===== src/rtl/hamming_frame_decoder_if.sv =====
// Serial code-bit input, serial decoded-bit output and status bundle of the
// Hamming(7,4) frame decoder.
interface hamming_frame_decoder_if;
    logic        decoder_data_valid;
    logic        data_decoder_in;
    logic        data_decoder_out;
    logic        data_out_valid;
    logic        out_ready;
    logic        frame_err;
    logic        frame_drop;
    logic [15:0] err_count;
    logic [7:0]  drop_count;

    modport master (
        output decoder_data_valid, data_decoder_in, out_ready,
        input  data_decoder_out, data_out_valid, frame_err, frame_drop,
               err_count, drop_count
    );

    modport slave (
        input  decoder_data_valid, data_decoder_in, out_ready,
        output data_decoder_out, data_out_valid, frame_err, frame_drop,
               err_count, drop_count
    );
endinterface


===== src/rtl/hamming_frame_decoder.sv =====
// Collects a serial frame of Hamming(7,4) codewords, single-error corrects each
// codeword and streams the decoded data bits out MSB first with backpressure.
//
// state   | meaning
// --------+-----------------------------------------------------------
// S_IDLE  | no decoded word pending; next completed frame is loaded
// S_SHIFT | decoded word streaming; a frame completing now is dropped
//         | unless it coincides with acceptance of the final bit
module hamming_frame_decoder #(
    parameter int N_CW       = 8,
    parameter int FRAME_BITS = 64
) (
    input  logic               clk_decoder_in,
    input  logic               rst,
    hamming_frame_decoder_if.slave dec
);
    localparam int OUT_BITS  = 4 * N_CW;
    localparam int IN_CNT_W  = $clog2(FRAME_BITS);
    localparam int OUT_CNT_W = $clog2(OUT_BITS);
    localparam logic [IN_CNT_W-1:0]  IN_LAST  = IN_CNT_W'(FRAME_BITS - 1);
    localparam logic [OUT_CNT_W-1:0] OUT_LAST = OUT_CNT_W'(OUT_BITS - 1);

    typedef enum logic {S_IDLE, S_SHIFT} state_t;

    state_t                 state_q, state_d;
    logic [FRAME_BITS-1:0]  in_buf, in_buf_next;
    logic [IN_CNT_W-1:0]    in_cnt;
    logic [OUT_BITS-1:0]    out_word;
    logic [OUT_CNT_W-1:0]   out_cnt;
    logic [OUT_BITS-1:0]    dec_word;
    logic [4:0]             dec_errs;
    logic                   frame_done;
    logic                   accept;
    logic                   last_accept;
    logic                   load;
    logic                   drop;
    logic                   frame_err_q;
    logic                   frame_drop_q;
    logic [15:0]            err_count_q;
    logic [7:0]             drop_count_q;
    logic [16:0]            err_sum;

    // The decode sees the buffer including the bit arriving this cycle, so the
    // completing bit does not cost an extra cycle of latency.
    always_comb begin
        in_buf_next = in_buf;
        if (dec.decoder_data_valid) begin
            in_buf_next[IN_LAST - in_cnt] = dec.data_decoder_in;
        end
    end

    assign frame_done = dec.decoder_data_valid && (in_cnt == IN_LAST);

    always_comb begin
        logic [6:0] cw;
        logic [2:0] syn;
        cw       = '0;
        syn      = '0;
        dec_word = '0;
        dec_errs = '0;
        for (int k = 0; k < N_CW; k++) begin
            cw     = in_buf_next[7*k +: 7];
            syn[0] = cw[0] ^ cw[2] ^ cw[4] ^ cw[6];
            syn[1] = cw[1] ^ cw[2] ^ cw[5] ^ cw[6];
            syn[2] = cw[3] ^ cw[4] ^ cw[5] ^ cw[6];
            // No double-error detection: every nonzero syndrome is a bit position.
            if (syn != 3'd0) begin
                cw[syn - 3'd1] = ~cw[syn - 3'd1];
                dec_errs       = dec_errs + 5'd1;
            end
            dec_word[4*k +: 4] = {cw[6], cw[5], cw[4], cw[2]};
        end
    end

    assign accept      = (state_q == S_SHIFT) && dec.out_ready;
    assign last_accept = accept && (out_cnt == OUT_LAST);

    always_comb begin
        state_d = state_q;
        load    = 1'b0;
        drop    = 1'b0;
        case (state_q)
            S_IDLE: begin
                if (frame_done) begin
                    load    = 1'b1;
                    state_d = S_SHIFT;
                end
            end
            S_SHIFT: begin
                if (frame_done && last_accept) begin
                    load = 1'b1;
                end else if (frame_done) begin
                    drop = 1'b1;
                end else if (last_accept) begin
                    state_d = S_IDLE;
                end
            end
            default: state_d = S_IDLE;
        endcase
    end

    always_ff @(posedge clk_decoder_in or posedge rst) begin
        if (rst) begin
            state_q <= S_IDLE;
        end else begin
            state_q <= state_d;
        end
    end

    assign err_sum = {1'b0, err_count_q} + 17'(dec_errs);

    always_ff @(posedge clk_decoder_in or posedge rst) begin
        if (rst) begin
            in_buf       <= '0;
            in_cnt       <= '0;
            out_word     <= '0;
            out_cnt      <= '0;
            frame_err_q  <= 1'b0;
            frame_drop_q <= 1'b0;
            err_count_q  <= '0;
            drop_count_q <= '0;
        end else begin
            in_buf       <= in_buf_next;
            frame_err_q  <= 1'b0;
            frame_drop_q <= 1'b0;
            if (dec.decoder_data_valid) begin
                in_cnt <= frame_done ? '0 : in_cnt + IN_CNT_W'(1);
            end
            // Output word is a left shifter; the MSB is always the bit on offer.
            if (load) begin
                out_word    <= dec_word;
                out_cnt     <= '0;
                frame_err_q <= (dec_errs != 5'd0);
                err_count_q <= err_sum[16] ? 16'hFFFF : err_sum[15:0];
            end else if (accept) begin
                out_word <= out_word << 1;
                out_cnt  <= out_cnt + OUT_CNT_W'(1);
            end
            if (drop) begin
                frame_drop_q <= 1'b1;
                if (drop_count_q != 8'hFF) begin
                    drop_count_q <= drop_count_q + 8'd1;
                end
            end
        end
    end

    assign dec.data_out_valid   = (state_q == S_SHIFT);
    assign dec.data_decoder_out = (state_q == S_SHIFT) && out_word[OUT_BITS-1];
    assign dec.frame_err        = frame_err_q;
    assign dec.frame_drop       = frame_drop_q;
    assign dec.err_count        = err_count_q;
    assign dec.drop_count       = drop_count_q;
endmodule


===== src/flat_wrapper.sv =====
// flat-port wrapper written by rule: the top's interface ports become plain ports
module hamming_frame_decoder_flat 
#(
    parameter int N_CW       = 8,
    parameter int FRAME_BITS = 64
)
  (clk_decoder_in, rst, dec_decoder_data_valid, dec_data_decoder_in, dec_out_ready, dec_data_decoder_out, dec_data_out_valid, dec_frame_err, dec_frame_drop, dec_err_count, dec_drop_count);
  hamming_frame_decoder_if dec_i ();
  input  logic clk_decoder_in;
  input  logic rst;
  input wire logic [$bits(dec_i.decoder_data_valid)-1:0] dec_decoder_data_valid;
  input wire logic [$bits(dec_i.data_decoder_in)-1:0] dec_data_decoder_in;
  input wire logic [$bits(dec_i.out_ready)-1:0] dec_out_ready;
  output wire logic [$bits(dec_i.data_decoder_out)-1:0] dec_data_decoder_out;
  output wire logic [$bits(dec_i.data_out_valid)-1:0] dec_data_out_valid;
  output wire logic [$bits(dec_i.frame_err)-1:0] dec_frame_err;
  output wire logic [$bits(dec_i.frame_drop)-1:0] dec_frame_drop;
  output wire logic [$bits(dec_i.err_count)-1:0] dec_err_count;
  output wire logic [$bits(dec_i.drop_count)-1:0] dec_drop_count;
  assign dec_i.decoder_data_valid = dec_decoder_data_valid;
  assign dec_i.data_decoder_in = dec_data_decoder_in;
  assign dec_i.out_ready = dec_out_ready;
  assign dec_data_decoder_out = dec_i.data_decoder_out;
  assign dec_data_out_valid = dec_i.data_out_valid;
  assign dec_frame_err = dec_i.frame_err;
  assign dec_frame_drop = dec_i.frame_drop;
  assign dec_err_count = dec_i.err_count;
  assign dec_drop_count = dec_i.drop_count;
  hamming_frame_decoder #(.N_CW(N_CW), .FRAME_BITS(FRAME_BITS)) u_core (.clk_decoder_in(clk_decoder_in), .rst(rst), .dec(dec_i));
endmodule

===== config.mk =====
export PLATFORM = sky130hd
export DESIGN_NAME = hamming_frame_decoder_flat
export DESIGN_NICKNAME = d
export VERILOG_FILES = /design/src/rtl/hamming_frame_decoder_if.sv /design/src/rtl/hamming_frame_decoder.sv /design/src/flat_wrapper.sv
export SDC_FILE = /design/constraint.sdc
export NUM_CORES = 1
export LEC_CHECK = 0
export ABC_AREA = 1
export BUFFER_PORTS_ARGS = -buffer_cell sky130_fd_sc_hd__buf_2
export CAP_MARGIN = 0
export CORE_MARGIN = 2
export CORE_UTILIZATION = 35
export CTS_CLUSTER_DIAMETER = 40
export DETAILED_ROUTE_END_ITERATION = 6
export HOLD_SLACK_MARGIN = 0.08
export PLACE_DENSITY_LB_ADDON = 0.3
export REMOVE_ABC_BUFFERS = 1
export SLEW_MARGIN = 20
export SYNTH_ARGS = -nofsm -noshare
export SYNTH_HDL_FRONTEND = slang
export SYNTH_SLANG_ARGS = --single-unit
export TNS_END_PERCENT = 50

===== constraint.sdc =====
create_clock -name clk_decoder_in -period 7.65 [get_ports clk_decoder_in]
set_input_delay 2.295 -clock clk_decoder_in [delete_from_list [all_inputs] [get_ports clk_decoder_in]]
set_output_delay 2.295 -clock clk_decoder_in [all_outputs]
set_load 0.1 [all_outputs]

==> results of run 1 <==
-- worst paths after layout --
path / endpoint / slack [ns] / cells after the start
max: u_core.dec.err_count[11] / -0.27 / 49
min: u_core.out_cnt[4] / 0.50 / 2
max reg2reg: u_core.dec.err_count[11] / 0.97 / 48
min reg2reg: u_core.out_cnt[4] / 0.50 / 2
max in group asynchronous: u_core.out_word[16] / 4.43 / 3
min in group asynchronous: u_core.out_word[1] / 1.95 / 2
-- layer usage --
metal / share of wire / vias to the layer above / GRT usage
li1: - / 4077 / -
met1: 0.49 / 3689 / 0.2417
met2: 0.47 / 131 / 0.3012
met3: 0.028 / 26 / 0.02376
met4: 0.014 / 0 / 0.05479
met5: 0 / - / 0
-- worst register-to-register path, delay by kind of cell (launching register included) --
kind | cells | cell delay [ns]
buf+inv | 11 | 0.94
xor+xnor | 5 | 0.72
fa+ha+maj | 8 | 1.78
simple gates | 21 | 2.39
compound gates | 3 | 0.24
flops | 1 | 0.49
-- final cells by class --
class | count | area [sq um] | area share
Clock buffer | 18 | 429.2 | 0.03868
Clock inverter | 14 | 132.6 | 0.01195
Inverter | 186 | 710.7 | 0.06406
Multi-Input combinational cell | 812 | 4980 | 0.4489
Sequential cell | 126 | 3153 | 0.2842
Tap cell | 324 | 405.4 | 0.03654
Timing Repair Buffer | 175 | 1284 | 0.1157
-- sequential cells by signal (all words and copies together) (netlist names) --
register,count
u_core.in_cnt,6
u_core.dec.frame_drop,1
u_core.out_word,32
u_core.in_buf,56
u_core.dec.drop_count,8
u_core.dec.err_count,16
u_core.dec.frame_err,1
u_core.out_cnt,5
u_core.dec.data_out_valid,1
-- cell usage after synthesis, types with 7 or more instances --
master      n  area share
o21ai_1    10      0.0058
a31oi_1    30       0.022
clkbuf_1   26       0.011
nand4_1    14       0.010
nor2_1     91       0.040
inv_2       8      0.0035
o21ai_0   102       0.059
xor2_1     50       0.051
inv_1     175       0.076
dfrtp_1   126        0.37
nand3_1    54       0.031
ha_1       40       0.058
a21o_1     12       0.010
xnor2_1    29       0.029
o311ai_0    7      0.0071
nand2_1   236        0.10
nor3_1      8      0.0046
a21oi_1    53       0.031
nand2_2    19       0.014
-- timing repair --
| action | in CTS | in global routing |
|---|---|---|
| gates cloned | 1 | 0 |
| pin swaps | 35 | 29 |
| resized for setup | 68 | 39 |
| buffers inserted | 12 | 4 |
| setup endpoints to repair | 16 | 16 |
-- kinds of logic (layout without fill, tap and decap cells) --
logic type      Yosys count  after routing  share of synthesized area
mux                       1              1                   0.001307
flops                   126            126                     0.3661
xor+xnor                 79             79                    0.08033
fa+ha+maj                41             41                    0.06043
simple gates            457            457                     0.2381
compound gates          234            234                     0.1546
buf+inv                 219            393                    0.09921
-- per-stage QoR --
| step | std cells | TNS [ns] |
|---|---|---|
| final | 1655 | -2.529 |
| after global routing | 1655 | -9.797 |
| after CTS | 1651 | -1.658 |
| after detailed placement | 1607 | -16.79 |
| after global placement | 1607 | -15.77 |
| after floorplan | 1124 | -18.76 |
==> run summary, run 1 <==
Core area: 24,250 sq um
Reg clk slew, reported paths: 0.06 ns
# setup viols final: 16
CTS root buffer: clkbuf_16
Unique masters post-synth: 51
Hpwl dp: 15,620 um
Yosys warns: 0
Clock Skew: 0.006371 ns
Port bufs: 32
Max stage delay cell, worst path: ha_1
Final period utilization: 1.035
Syn Std Cell Area: 8613 sq um
CP endpoint kind: register
Most frequent cells in the layout: nand2_1 (225), inv_1 (167), buf_4 (132)
CTS tree: yes
Crit path DAT: 8.23 ns
Slew HR: 0.4367
Main synth FF type: dfrtp_1
Max Cap Viol: 0
Die W: 160.9 um
CP delay by family, top: simple AND/OR/NAND/NOR gates
1st-pass router iterations: 5
CTS Buffer Depth: 2
FMAX: 0.1263 GHz
Die height: 160.9 um
Gpl congestion: 0.8740
Row count: 57
Ys async rst share: 1.000
Failing checks: setup timing
Critical path type: primary input to register
Finished Cell Area: 11,090 sq um
Crit start category: primary input
WHS: 0.4963 ns
Buffer and inverter count on the worst path: 12
Post-layout minimum cycle time: 7.918 ns
Status: finished, violations left
Fin. max-slew vios: 0
Grt ovf: 0
Layout Utilization: 0.4575
Total CTS buffers: 17
First DRT Iteration DRCs: 412
Hold_sp: u_core.out_cnt[4]
# hold bufs at CTS: 0
Worst-path maximum fanout: 4
Leading cell type in the layout, fill and taps excluded: nand2_1
Final hold vios: 0
Vias/cell: 4.787
HP Class: register to register
Fin nets: 1,364
Post-synth EDFFs: 0
Dpl ws: -1.270 ns
Routed WL: 22,440 um
First-pass GRT wire length: 37,820 um
Total Routing Usage GR: 0.1796
Max incr delay on CP: 0.30 ns
Via count: 7,923
Seq/Total Area, Yosys: 0.3661
Crit. Startpoint: dec_decoder_data_valid
Vias in the first global route: 7,808
DRC: 0
Initial antenna violation count: 0
Die area: 25,880 sq um
DR WL/cell: 13.56 um
Area grow syn2layout: 28.81%
Max H-tree Level: 4
Flops & latches, synth: 126
Fillers: 2,376
IO Count: 33
Worst flop-to-flop path startpoint: u_core.in_cnt[5]
Post-route ant nets: 0
# clock sinks: 126
Share of layout cells above drive strength 1: 0.2457
Syn Inst Count: 1,157
Tightest Pin Transition: 0.8450 ns
Largest net degree at the start of global routing: 66
Post-DP Area: 9995 sq um
Final Worst Setup Slack: -0.2684 ns
Unrepaired setup endpoints after global routing: true
Starting Density: 0.3552
Worst EP required: 7.96 ns
Cell mode on critical path: nand2_2
Ant. Diodes: 0
Worst-Skew Late Latency: 0.42 ns
Syn_area_per_cell: 7.444 sq um
Power of run 1 is left out: the tool's default activity adds up to more than one toggle a clock period on the data nets, which glitch-free logic cannot reach.
==> run 2, diff against run 1 <==
--- a/config.mk
+++ b/config.mk
@@ -19,4 +19,4 @@
 export SYNTH_ARGS = -nofsm -noshare
 export SYNTH_HDL_FRONTEND = slang
 export SYNTH_SLANG_ARGS = --single-unit
-export TNS_END_PERCENT = 50
+export TNS_END_PERCENT = 30
==> run 2 against run 1 <==
Effect of this change:
- the flow still finishes with violations (setup timing)
- clock skew rose by 0.00081 ns
- maximum frequency is essentially flat
- sequential share of layout area rose by 0.096 points
- cell area shrank 0.34%
- non-clock buffer count shrank 2
- clock-buffer cell count is the same
- worst hold slack about the same
- wire length decreased by 0.14%
- core utilization down 0.15 points
- critical path type unchanged
==> run summary, run 2 (synthesis results as in run 1) <==
Reg2reg setup slack: 0.92 ns (-0.05 ns)
First-pass GRT wire length: 37,670 um (-0.38%)
HP Class: register to register
Max incr delay on CP: 0.30 ns (about the same)
Fin nets: 1,362 (-0.15%)
End of the critical path: u_core.dec.err_count[15]
Total CTS buffers: 17 (unchanged)
Core area: 24,250 sq um (unchanged)
Tightest Pin Transition: 0.8468 ns (+0.001794 ns)
Area grow syn2layout: 28.37%
Crit path DAT: 8.22 ns (about the same)
CTS tree: yes
Final Worst Setup Slack: -0.2651 ns (+0.003352 ns)
Port bufs: 32 (unchanged)
Clock Skew: 0.007183 ns (+0.0008118 ns)
Cell mode on critical path: nand2_2
Crit. Startpoint: dec_decoder_data_valid
Leading cell type in the layout, fill and taps excluded: nand2_1
CTS root buffer: clkbuf_16
DRC: 0 (unchanged)
Reg with most FFs: u_core.in_buf
Worst EP required: 7.96 ns (about the same)
Max stage delay cell, worst path: ha_1
Most frequent cells in the layout: nand2_1 (225), inv_1 (167), buf_4 (133)
Worst flop-to-flop path startpoint: u_core.in_cnt[5]
FMAX: 0.1263 GHz (about the same)
Largest net degree at the start of global routing: 66 (unchanged)
Max Cap Viol: 0 (unchanged)
Grt ovf: 0 (unchanged)
Reg2Reg Depth: 49 (+2.1%)
Row count: 57 (unchanged)
Slew HR: 0.4355 (-0.001196)
# setup viols final: 16 (unchanged)
Routed WL: 22,400 um (-0.14%)
Share of layout cells above drive strength 1: 0.2423 (-0.003393)
IO Count: 33 (unchanged)
First DRT Iteration DRCs: 420 (+1.9%)
# clock sinks: 126 (unchanged)
Max H-tree Level: 4 (unchanged)
Die W: 160.9 um (unchanged)
CTS Buffer Depth: 2 (unchanged)
RR Endpoint: u_core.dec.err_count[15]
Crit start category: primary input
Total Routing Usage GR: 0.1791 (-0.0005507)
DR WL/cell: 13.55 um (about the same)
1st-pass router iterations: 5 (unchanged)
Worst-path maximum fanout: 4 (unchanged)
Worst-Skew Late Latency: 0.42 ns (about the same)
Unrepaired setup endpoints after global routing: true
Post-layout minimum cycle time: 7.915 ns (-0.003352 ns)
Post-route ant nets: 0 (unchanged)
Hpwl dp: 15,620 um (unchanged)
Final hold vios: 0 (unchanged)
Critical path type: primary input to register
Reg clk slew, reported paths: 0.06 ns (about the same)
Ant. Diodes: 0 (unchanged)
Fin. max-slew vios: 0 (unchanged)
Die height: 160.9 um (unchanged)
# hold bufs at CTS: 0 (unchanged)
Status: finished, violations left
Flip-flop count of the largest register after layout: 56 (unchanged)
Vias in the first global route: 7,786 (-0.28%)
Starting Density: 0.3552 (unchanged)
CP endpoint kind: register
Final period utilization: 1.035 (about the same)
Vias/cell: 4.800 (+0.26%)
Layout Utilization: 0.4560 (-0.001548)
Gpl congestion: 0.8740 (unchanged)
Failing checks: setup timing
Via count: 7,934 (+0.14%)
Initial antenna violation count: 0 (unchanged)
Die area: 25,880 sq um (unchanged)
==> run 2: what timing repair did <==
action / in CTS / in global routing
setup buffers: 12 / 3
pin swaps: 35 / 30
resized for setup: 59 / 39
setup endpoints to repair: 16 / 16
==> run 2: final cells by class <==
class / count / area (sq um)
Clock inverter: 14 / 132.6
Multi-Input combinational cell: 812 / 4962
Timing Repair Buffer: 173 / 1264
Fill cell: 2377 / 13190
Inverter: 186 / 710.7
Clock buffer: 18 / 429.2
Sequential cell: 126 / 3153
Tap cell: 324 / 405.4
==> run 2: layer usage <==
metal,GRT usage,wire length [um],vias to the layer above
met1,0.2409,11010,3715
met4,0.05560,291,0
met5,0,0,-
met2,0.3002,10560,116
li1,-,-,4078
met3,0.02324,545,25
==> run 2: critical path, delay by kind of cell <==
family | cells | cell delay [ns]
buffers and inverters | 10 | 0.82
adders and majority gates | 8 | 1.72
xor gates and xnor gates | 4 | 0.73
and+or+nand+nor | 25 | 2.31
AOI/OAI and AO/OA | 3 | 0.31
==> run 2: metrics by stage <==
step / worst slack, ns / hold slack [ns] / TNS (ns) / instances / cell area (sq um)
final: -0.2651 / 0.4965 / -2.270 / 1653 / 11060
after global routing: -0.7650 / 0.5294 / -9.700 / 1653 / 11060
after CTS: -0.3354 / 0.4976 / -2.653 / 1650 / 10850
after detailed placement: -1.270 / 0.4807 / -16.79 / 1607 / 9995
after global placement: -1.115 / 0.4699 / -15.77 / 1607 / 9995
after floorplan: -1.521 / 0.4534 / -18.76 / 1124 / 8459
==> run 2: how the worst min path moves through the flow <==
stage          cells after the start  slack, ns            endpoint               start
3_3_place_gp                       2       0.47   u_core.out_cnt[4]   u_core.out_cnt[4]
4_1_cts                            2       0.50   u_core.out_cnt[4]   u_core.out_cnt[4]
5_1_grt                            2       0.53   u_core.out_cnt[4]   u_core.out_cnt[4]
2_1_floorplan                      2       0.45  u_core.out_word[0]  u_core.out_word[0]
6_report                           2       0.50   u_core.out_cnt[4]   u_core.out_cnt[4]
3_5_place_dp                       2       0.48   u_core.out_cnt[4]   u_core.out_cnt[4]
Power of run 2 is left out for the same reason.
